### config.mk
export PLATFORM = sky130hd
export DESIGN_NAME = seven_segment_scanner
export DESIGN_NICKNAME = d
export VERILOG_FILES = /design/src/rtl/seven_segment_pkg.sv /design/src/rtl/hex_to_seven_segment.sv /design/src/rtl/seven_segment_scanner.sv
export SDC_FILE = /design/constraint.sdc
export NUM_CORES = 1
export LEC_CHECK = 0
export CORE_ASPECT_RATIO = 1.5
export CORE_MARGIN = 2
export CORE_UTILIZATION = 40
export DETAILED_ROUTE_END_ITERATION = 16
export PLACE_DENSITY_LB_ADDON = 0.15
export SETUP_SLACK_MARGIN = 0.4
export SYNTH_ARGS = -nofsm -noshare
export SYNTH_HDL_FRONTEND = slang
export SYNTH_SLANG_ARGS = --single-unit
### constraint.sdc
create_clock -name clock -period 7.9 [get_ports clock]
set_clock_uncertainty 0.05 [all_clocks]
set_input_delay 1.58 -clock clock [delete_from_list [all_inputs] [get_ports clock]]
set_output_delay 1.58 -clock clock [all_outputs]
set_load 0.03 [all_outputs]
### src/rtl/seven_segment_pkg.sv
// Shared definitions for the multiplexed seven-segment display: glyph table,
// segment bit positions and the select-width rule used by the scanner.
package seven_segment_pkg;

    localparam int SEG_A  = 0;
    localparam int SEG_B  = 1;
    localparam int SEG_C  = 2;
    localparam int SEG_D  = 3;
    localparam int SEG_E  = 4;
    localparam int SEG_F  = 5;
    localparam int SEG_G  = 6;
    localparam int SEG_DP = 7;

    // Active-high g..a patterns; b and d use the lowercase forms so they differ from 8 and 0.
    localparam logic [6:0] HEX_GLYPHS [16] = '{
        7'h3F, 7'h06, 7'h5B, 7'h4F,
        7'h66, 7'h6D, 7'h7D, 7'h07,
        7'h7F, 7'h6F, 7'h77, 7'h7C,
        7'h39, 7'h5E, 7'h79, 7'h71
    };

    function automatic int selectWidth(input int digits, input bit oneHot);
        int width;
        if (oneHot) begin
            return digits;
        end
        width = $clog2(digits);
        return (width < 1) ? 1 : width;
    endfunction

endpackage

### src/rtl/hex_to_seven_segment.sv
// Combinational decoder from one hex nibble to an active-high glyph with
// optional blanking of g..a; the decimal point passes through untouched.
module hex_to_seven_segment
    import seven_segment_pkg::*;
(
    input  logic [3:0] i_nibble,
    input  logic       i_blank,
    input  logic       i_dp,
    output logic [7:0] o_glyph
);

    always_comb begin
        o_glyph = '0;
        if (!i_blank) begin
            o_glyph[SEG_G:SEG_A] = HEX_GLYPHS[i_nibble];
        end
        o_glyph[SEG_DP] = i_dp;
    end

endmodule

### src/rtl/seven_segment_scanner.sv
// Multiplexed hex display driver with a double-buffered value, per-digit
// decimal points, leading-zero blanking and configurable output polarity.
module seven_segment_scanner
    import seven_segment_pkg::*;
#(
    parameter int  DIGITS             = 8,
    parameter int  CLOCK_DIVIDE       = 100000,
    parameter bit  SEGMENT_ACTIVE_LOW = 1'b1,
    parameter bit  SELECT_ONE_HOT     = 1'b0,
    parameter bit  SELECT_ACTIVE_LOW  = 1'b0,
    localparam int SELECT_WIDTH       = selectWidth(DIGITS, SELECT_ONE_HOT)
)(
    input  logic                    clock,
    input  logic                    reset,
    input  logic                    write_enable,
    input  logic [4*DIGITS-1:0]     write_data,
    input  logic [DIGITS-1:0]       dp_mask,
    input  logic                    blank_leading_zeros,
    output logic [SELECT_WIDTH-1:0] select,
    output logic [7:0]              segments,
    output logic                    pending,
    output logic                    frame_start
);

    localparam int DIV_W = (CLOCK_DIVIDE > 1) ? $clog2(CLOCK_DIVIDE) : 1;
    localparam int IDX_W = (DIGITS > 1) ? $clog2(DIGITS) : 1;
    localparam logic [DIV_W-1:0] DIV_LAST = DIV_W'(CLOCK_DIVIDE - 1);
    localparam logic [IDX_W-1:0] IDX_LAST = IDX_W'(DIGITS - 1);
    localparam logic [7:0] SEG_INVERT = SEGMENT_ACTIVE_LOW ? 8'hFF : 8'h00;
    localparam logic [SELECT_WIDTH-1:0] SEL_INVERT = {SELECT_WIDTH{SELECT_ACTIVE_LOW}};
    localparam logic [SELECT_WIDTH-1:0] SEL_RESET =
        (SELECT_ONE_HOT ? SELECT_WIDTH'(1) : SELECT_WIDTH'(0)) ^ SEL_INVERT;

    logic [DIV_W-1:0]        r_divider;
    logic [IDX_W-1:0]        r_index;
    logic [4*DIGITS-1:0]     r_shadowData;
    logic [DIGITS-1:0]       r_shadowDp;
    logic                    r_shadowBlank;
    logic [4*DIGITS-1:0]     r_activeData;
    logic [DIGITS-1:0]       r_activeDp;
    logic                    r_activeBlank;
    logic                    r_pending;
    logic                    r_frameStart;
    logic [SELECT_WIDTH-1:0] r_select;
    logic [7:0]              r_segments;

    logic                    w_tick;
    logic                    w_wrap;
    logic [3:0]              w_nibble;
    logic [DIGITS-1:0]       w_zeroFrom;
    logic                    w_blank;
    logic                    w_dp;
    logic [7:0]              w_glyph;
    logic [SELECT_WIDTH-1:0] w_selectCode;

    assign w_tick = (r_divider == DIV_LAST);
    assign w_wrap = w_tick && (r_index == IDX_LAST);

    always_ff @(posedge clock or posedge reset) begin
        if (reset) begin
            r_divider <= '0;
            r_index   <= '0;
        end else if (w_tick) begin
            r_divider <= '0;
            r_index   <= w_wrap ? '0 : r_index + 1'b1;
        end else begin
            r_divider <= r_divider + 1'b1;
        end
    end

    // The transfer reads the shadow before this cycle's write lands, so a write
    // colliding with the frame boundary stays pending for the following frame.
    always_ff @(posedge clock or posedge reset) begin
        if (reset) begin
            r_shadowData  <= '0;
            r_shadowDp    <= '0;
            r_shadowBlank <= 1'b0;
            r_activeData  <= '0;
            r_activeDp    <= '0;
            r_activeBlank <= 1'b0;
            r_pending     <= 1'b0;
            r_frameStart  <= 1'b0;
        end else begin
            if (write_enable) begin
                r_shadowData  <= write_data;
                r_shadowDp    <= dp_mask;
                r_shadowBlank <= blank_leading_zeros;
            end
            if (w_wrap && r_pending) begin
                r_activeData  <= r_shadowData;
                r_activeDp    <= r_shadowDp;
                r_activeBlank <= r_shadowBlank;
            end
            r_pending    <= write_enable || (r_pending && !w_wrap);
            r_frameStart <= w_wrap;
        end
    end

    // Bit i is set when nibbles i..DIGITS-1 of the displayed value are all zero.
    always_comb begin
        logic allZero;
        allZero    = 1'b1;
        w_zeroFrom = '0;
        for (int i = DIGITS - 1; i >= 0; i--) begin
            allZero       = allZero && (r_activeData[4*i +: 4] == 4'h0);
            w_zeroFrom[i] = allZero;
        end
    end

    assign w_nibble = r_activeData[4*r_index +: 4];
    assign w_blank  = r_activeBlank && (r_index != '0) && w_zeroFrom[r_index];
    assign w_dp     = r_activeDp[r_index];

    hex_to_seven_segment u_decoder (
        .i_nibble (w_nibble),
        .i_blank  (w_blank),
        .i_dp     (w_dp),
        .o_glyph  (w_glyph)
    );

    if (SELECT_ONE_HOT) begin : gOneHot
        always_comb begin
            w_selectCode          = '0;
            w_selectCode[r_index] = 1'b1;
        end
    end else begin : gBinary
        assign w_selectCode = r_index;
    end

    // Select and segments share one register stage so a digit never shows a neighbour's glyph.
    always_ff @(posedge clock or posedge reset) begin
        if (reset) begin
            r_select   <= SEL_RESET;
            r_segments <= SEG_INVERT;
        end else begin
            r_select   <= w_selectCode ^ SEL_INVERT;
            r_segments <= w_glyph ^ SEG_INVERT;
        end
    end

    assign select      = r_select;
    assign segments    = r_segments;
    assign pending     = r_pending;
    assign frame_start = r_frameStart;

endmodule

# == Word-level counts from Yosys, hierarchy flattened ==
# Memory sizes are Yosys's and may differ from the RTL's.
# Cells that the tools add are included.
# classes
n_shift,1
n_reduce_logical,23
n_addsub,2
n_mux,9
n_eq_ne,2
n_lt_le_gt_ge,2
bitwise,2
# op_table
cell,count
zero test 4 bit,8
variable part select 32 x 6 -> 4 bit,1
two-way mux 7 bit,3
adder 17 x 1 -> 17 bit (second input constant),1
== test 17 bit (second input constant),1
two-way mux 17 bit,1
logical AND 1 bit,12
NOT 8 bit,1
binary-select mux 1 bit (select 3 bit),2
>= comparator 5 bit (second input constant),1
NOT 4 -> 5 bit,1
less-than comparator 3 x 4 -> 1 bit (second input constant),1
adder 3 x 1 -> 3 bit (second input constant),1
== test 3 bit (second input constant),1
two-way mux 3 bit,1
nonzero test 3 bit,1
two-way mux 1 bit,2
zero test 1 bit,1
logical OR 1 bit,1
# word_totals
input_bits,44
mem_count,1
out_inout_bits,13
word_cells,54
romBits,112
register_bits,115
# memory_table
name,words,word_bits,rd,rd_clocked_by_memory_dff,write_ports,line_no,text
(no name shown),16,7,1,0,0,hex_to_seven_segment.sv:15,o_glyph[SEG_G:SEG_A] = HEX_GLYPHS[i_nibble];

# == Longest topological paths before layout ==
# depth
depth_word,13
depth_mapped,9
ltp_nobuf,8

# == Modules after synthesis ==
# Synthesis repeated with hierarchy kept, for this count alone.
# hier_totals
cells_unflattened,363
hier_area_um2,5276.3
# by_module_without_submodules
module,area_per_inst_um2,cells_per_inst,instances,seq_area_each_um2
seven_segment_scanner,5007.3,327,1,2887.8
hex_to_seven_segment,269.0,36,1,0.0

# == Worst setup path before layout ==
# OpenSTA, ideal clock, no wires.
# synth_timing
kind,input -> register
start,input write_enable
end,register r_shadowBlank
n_path_buf,2
setup_slack_ps,5249
arrival_ps,2476
path_stages,3
path_cell_list,clkbuf_1 -> clkbuf_1 -> mux2_2
# synth_lines
element,line_no,text
"start, declared",seven_segment_scanner.sv:15,"input logic write_enable,"
"end signal, assigned",seven_segment_scanner.sv:87,r_shadowBlank <= blank_leading_zeros;
"end, declared",seven_segment_scanner.sv:38,logic r_shadowBlank;
# No word-level cell between the ends.

# == Final worst setup path ==
# layout_timing
start,register r_divider[0]
end,register r_activeData[18]
# layout_between
elab_chain_len,3
# layout_lines
element,line_no,text
"start, declared",seven_segment_scanner.sv:34,logic [DIV_W-1:0] r_divider;
"start signal, assigned",seven_segment_scanner.sv:67,r_divider <= r_divider + 1'b1;
== test 17 bit,seven_segment_scanner.sv:56,assign w_tick = (r_divider == DIV_LAST);
logical AND 1 bit,seven_segment_scanner.sv:57,assign w_wrap = w_tick && (r_index == IDX_LAST);
logical AND 1 bit,seven_segment_scanner.sv:89,if (w_wrap && r_pending) begin
"end signal, assigned",seven_segment_scanner.sv:90,r_activeData <= r_shadowData;
"end, declared",seven_segment_scanner.sv:39,logic [4*DIGITS-1:0] r_activeData;
# No other way between the ends.
# A chain may end at the register's enable or synchronous reset.

==> results.md <==
- Status: finished clean
- Top-level I/O count: between 50 and 60
- GRT overflow: 0
- Synthesized Nets: roughly 410
- Initial DRC count: 110
- Sink Count: 115
- Post-CTS setup buffers: 0
- Max rail drop VDD: 0.142 mV
- Area leader, netlist: dfrtp_1
- Via count: 3004
- Vias in the first global route: 3206
- Max Cap Viol: 0
- DIE WIDTH: 95.1 µm
- Most used DFF post-synth: dfrtp_1
- Router iterations before antenna repair: 4
- Gr usage total: 16.1%
- Cell count after synthesis: 356
- Fin. max-slew vios: 0
- Fillers: between 1000 and 1500
- Clk_lat worst skew: 410 ps
- Post-synth EDFFs: 0
- Ys Warns: 0
- Initial Util: 41.2%
- Final setup fails: 0
- Internal: 1.17 mW
- TritonCTS clock tree: done
- Worst slack at placement: 4450 ps
- Avg Cell Area, Syn: 14.0 µm²
- Post-synth top area share: 53.8%
- Port Buf Inserts: between 50 and 60
- NumNets Final: 469
- Ant diodes: 0
- Buffer levels on the longest clock path: 2
- Setup tns final: 0 ps
- First-pass GRT wire length: between 15000 and 20000 µm
- Total die area: 13400 µm²
- Async set-reset flop share out of synthesis: 100%
- Max Clk Rate: 0.308 GHz
- Slew @ Worst Pin: 1030 ps
- Hold Vio Cnt, Final: 0
- Critical Path AT: 3470 ps
- CP Capture Type: flop
- Crit. Startpoint: r_divider[0]$_DFF_PP0_
- Max-slew headroom: 30.9%
- Rows: between 40 and 50
- Reg power frac: 42.4%
- Cell variety after synth: 42
- Root buf cell: clkbuf_16
- Cell area after layout: 6270 µm²
- Cell area after synthesis: 4980 µm²
- R2R cell count: 6
- Final RePlAce weighted congestion: between 0.8 and 0.9
- Via density per instance: 5.16
- Layout cells sized above 1: ~28%
- RR Startpoint: r_divider[0]$_DFF_PP0_
- Area contributors post-synth: dfrtp_1, mux2_2, mux2_1, dfstp_2, mux4_2
- Depth of the CTS H-tree: 4
- RSZ-0062 raised after global routing: false
- Combinational power share: 4.1%
- Initial antenna violation count: 0
- FF+latch count, synth: 115
- Pwr dens: 234 nW/µm²
- CTS resizes: 0
- Worst setup endpoint: r_activeData[18]$_DFFE_PP0P_
- Clock network fraction of total power: 53.5%
- Worst Hold Class: reg2reg
- Largest net degree at the start of global routing: 63
- Hold buffer count at cts: 0
- Crit-path max FO: 41
- Final ANT Viol Nets: 0
- P_sw: 0.299 mW
- Sequential fraction of the synthesis area: a little under 60%
- Tmin final: 3240 ps
- Power, Total: roughly 1.5 mW
- Reg-to-Reg End: r_activeData[18]$_DFFE_PP0P_
- Routed WL per cell: 16.4 µm
- Post-route setup slack: about 4700 ps
- Clock transition at path regs: 60 ps
- DR DRC count: 0
- Critical path class: reg2reg
- Hold slack: 424 ps
- DP HPWL: 6810 µm
- R2r setup slk: 4660 ps
- Total Wirelength: 9550 µm
- Area Overhead vs Synth: 26.1%
- Critical Path Start Type: flop
- CTS Buf Count: 17
- Period utilisation layout: 41.1%
- Most frequent cells in the layout: dfrtp_1, mux2_2, clkdlybuf4s50_1
- Switching Share: approximately a fifth
- Commonest non-fill, non-tap cell in the layout: dfrtp_1
- Die height: between 100 and 150 µm
- CP Data Required Time: between 8000 and 9000 ps
- Core area: approximately 12000 µm²
- Pleak: 2.85 nW
- Placed cell area: 5650 µm²
worst min-delay path by stage:
stage,cells after the start,endpoint,slack (ps),startpoint
3_3_place_gp,1,r_activeDp[5]$_DFFE_PP0P_,420,r_shadowDp[5]$_DFFE_PP0P_
2_1_floorplan,0,select[2]$_DFF_PP0_,350,r_index[2]$_DFFE_PP0N_
4_1_cts,1,r_activeData[8]$_DFFE_PP0P_,430,r_shadowData[8]$_DFFE_PP0P_
5_1_grt,1,r_activeData[8]$_DFFE_PP0P_,450,r_shadowData[8]$_DFFE_PP0P_
3_5_place_dp,1,r_activeData[8]$_DFFE_PP0P_,420,r_shadowData[8]$_DFFE_PP0P_
6_report,1,r_activeData[8]$_DFFE_PP0P_,420,r_shadowData[8]$_DFFE_PP0P_
logic make-up (layout without fill, tap and decap cells):
group,count (synthesis),in the layout,share of synthesized area (%)
flops,115,115,58.0
compound gates,24,24,3.02
buf+inv,28,101,2.49
fa+ha+maj,9,9,2.26
mux,98,98,24.5
simple gates,67,67,7.02
xor+xnor,15,15,2.64
per-stage QoR:
| stage | std cells | util (%) |
|---|---|---|
| after floorplan | 356 | - |
| after global placement | 550 | 46.8 |
| after detailed placement | 550 | 46.8 |
| after CTS | 582 | 52.0 |
| after global routing | 582 | 52.0 |
| final | 582 | 52.0 |
per-layer routing:
metal | global-route usage (%) | routed length [µm] | vias up
li1 | - | - | 1400
met1 | 19.8 | 4040 | 1545
met2 | 26.2 | 5120 | 53
met3 | 5.56 | 281 | 6
met4 | 5.42 | 110 | 0
met5 | 0 | 0 | -
power by group through the flow:
stage / clock [mW] / sequential (mW) / combinational, mW
after floorplan: 0 / 0.627 / 0.0340
after detailed placement: 0 / 0.633 / 0.0622
after global placement: 0 / 0.633 / 0.0605
after global routing: 0.832 / 0.625 / 0.0667
after CTS: 0.801 / 0.623 / 0.0623
final: 0.784 / 0.623 / 0.0602
critical path, cell delays in order (launching register included):
cell     delay [ps]
dfrtp_1         380
ha_1            230
inv_1            60
nor2_1          170
and4_1          640
nand3_2         910
mux2_1          640
Yosys cell counts, drive strengths merged (2+ instances only):
cell type  number
nand3b          2
a211oi          3
xnor2           8
clkbuf          6
nand2b          2
nand3          12
nor4            9
inv            12
nand2          11
buf            10
mux2i           5
o21ai           9
a21oi           6
xor2            7
dfrtp         107
mux2           83
mux4           10
ha              9
o211ai          2
nand4           3
dfstp           8
nor3            3
nor2           17
state kept, by name, summed over array words and instances, names as in the netlist, 3 cells and up:
| register | flops |
|---|---|
| r_activeDp | 8 |
| segments | 8 |
| r_index | 3 |
| r_shadowData | 32 |
| r_shadowDp | 8 |
| r_divider | 17 |
| r_activeData | 32 |
| select | 3 |
final cells by class:
type	count	area (µm²)	area share (%)
repair buffers	57	563	8.97
multi-input cells	213	1960	31.3
clock inverters	12	154	2.45
inverters	12	47.5	0.758
well taps	153	191	3.05
flip-flops and latches	115	2890	46.0
clock buffers	20	467	7.44
(Power assumes the default switching activity.)
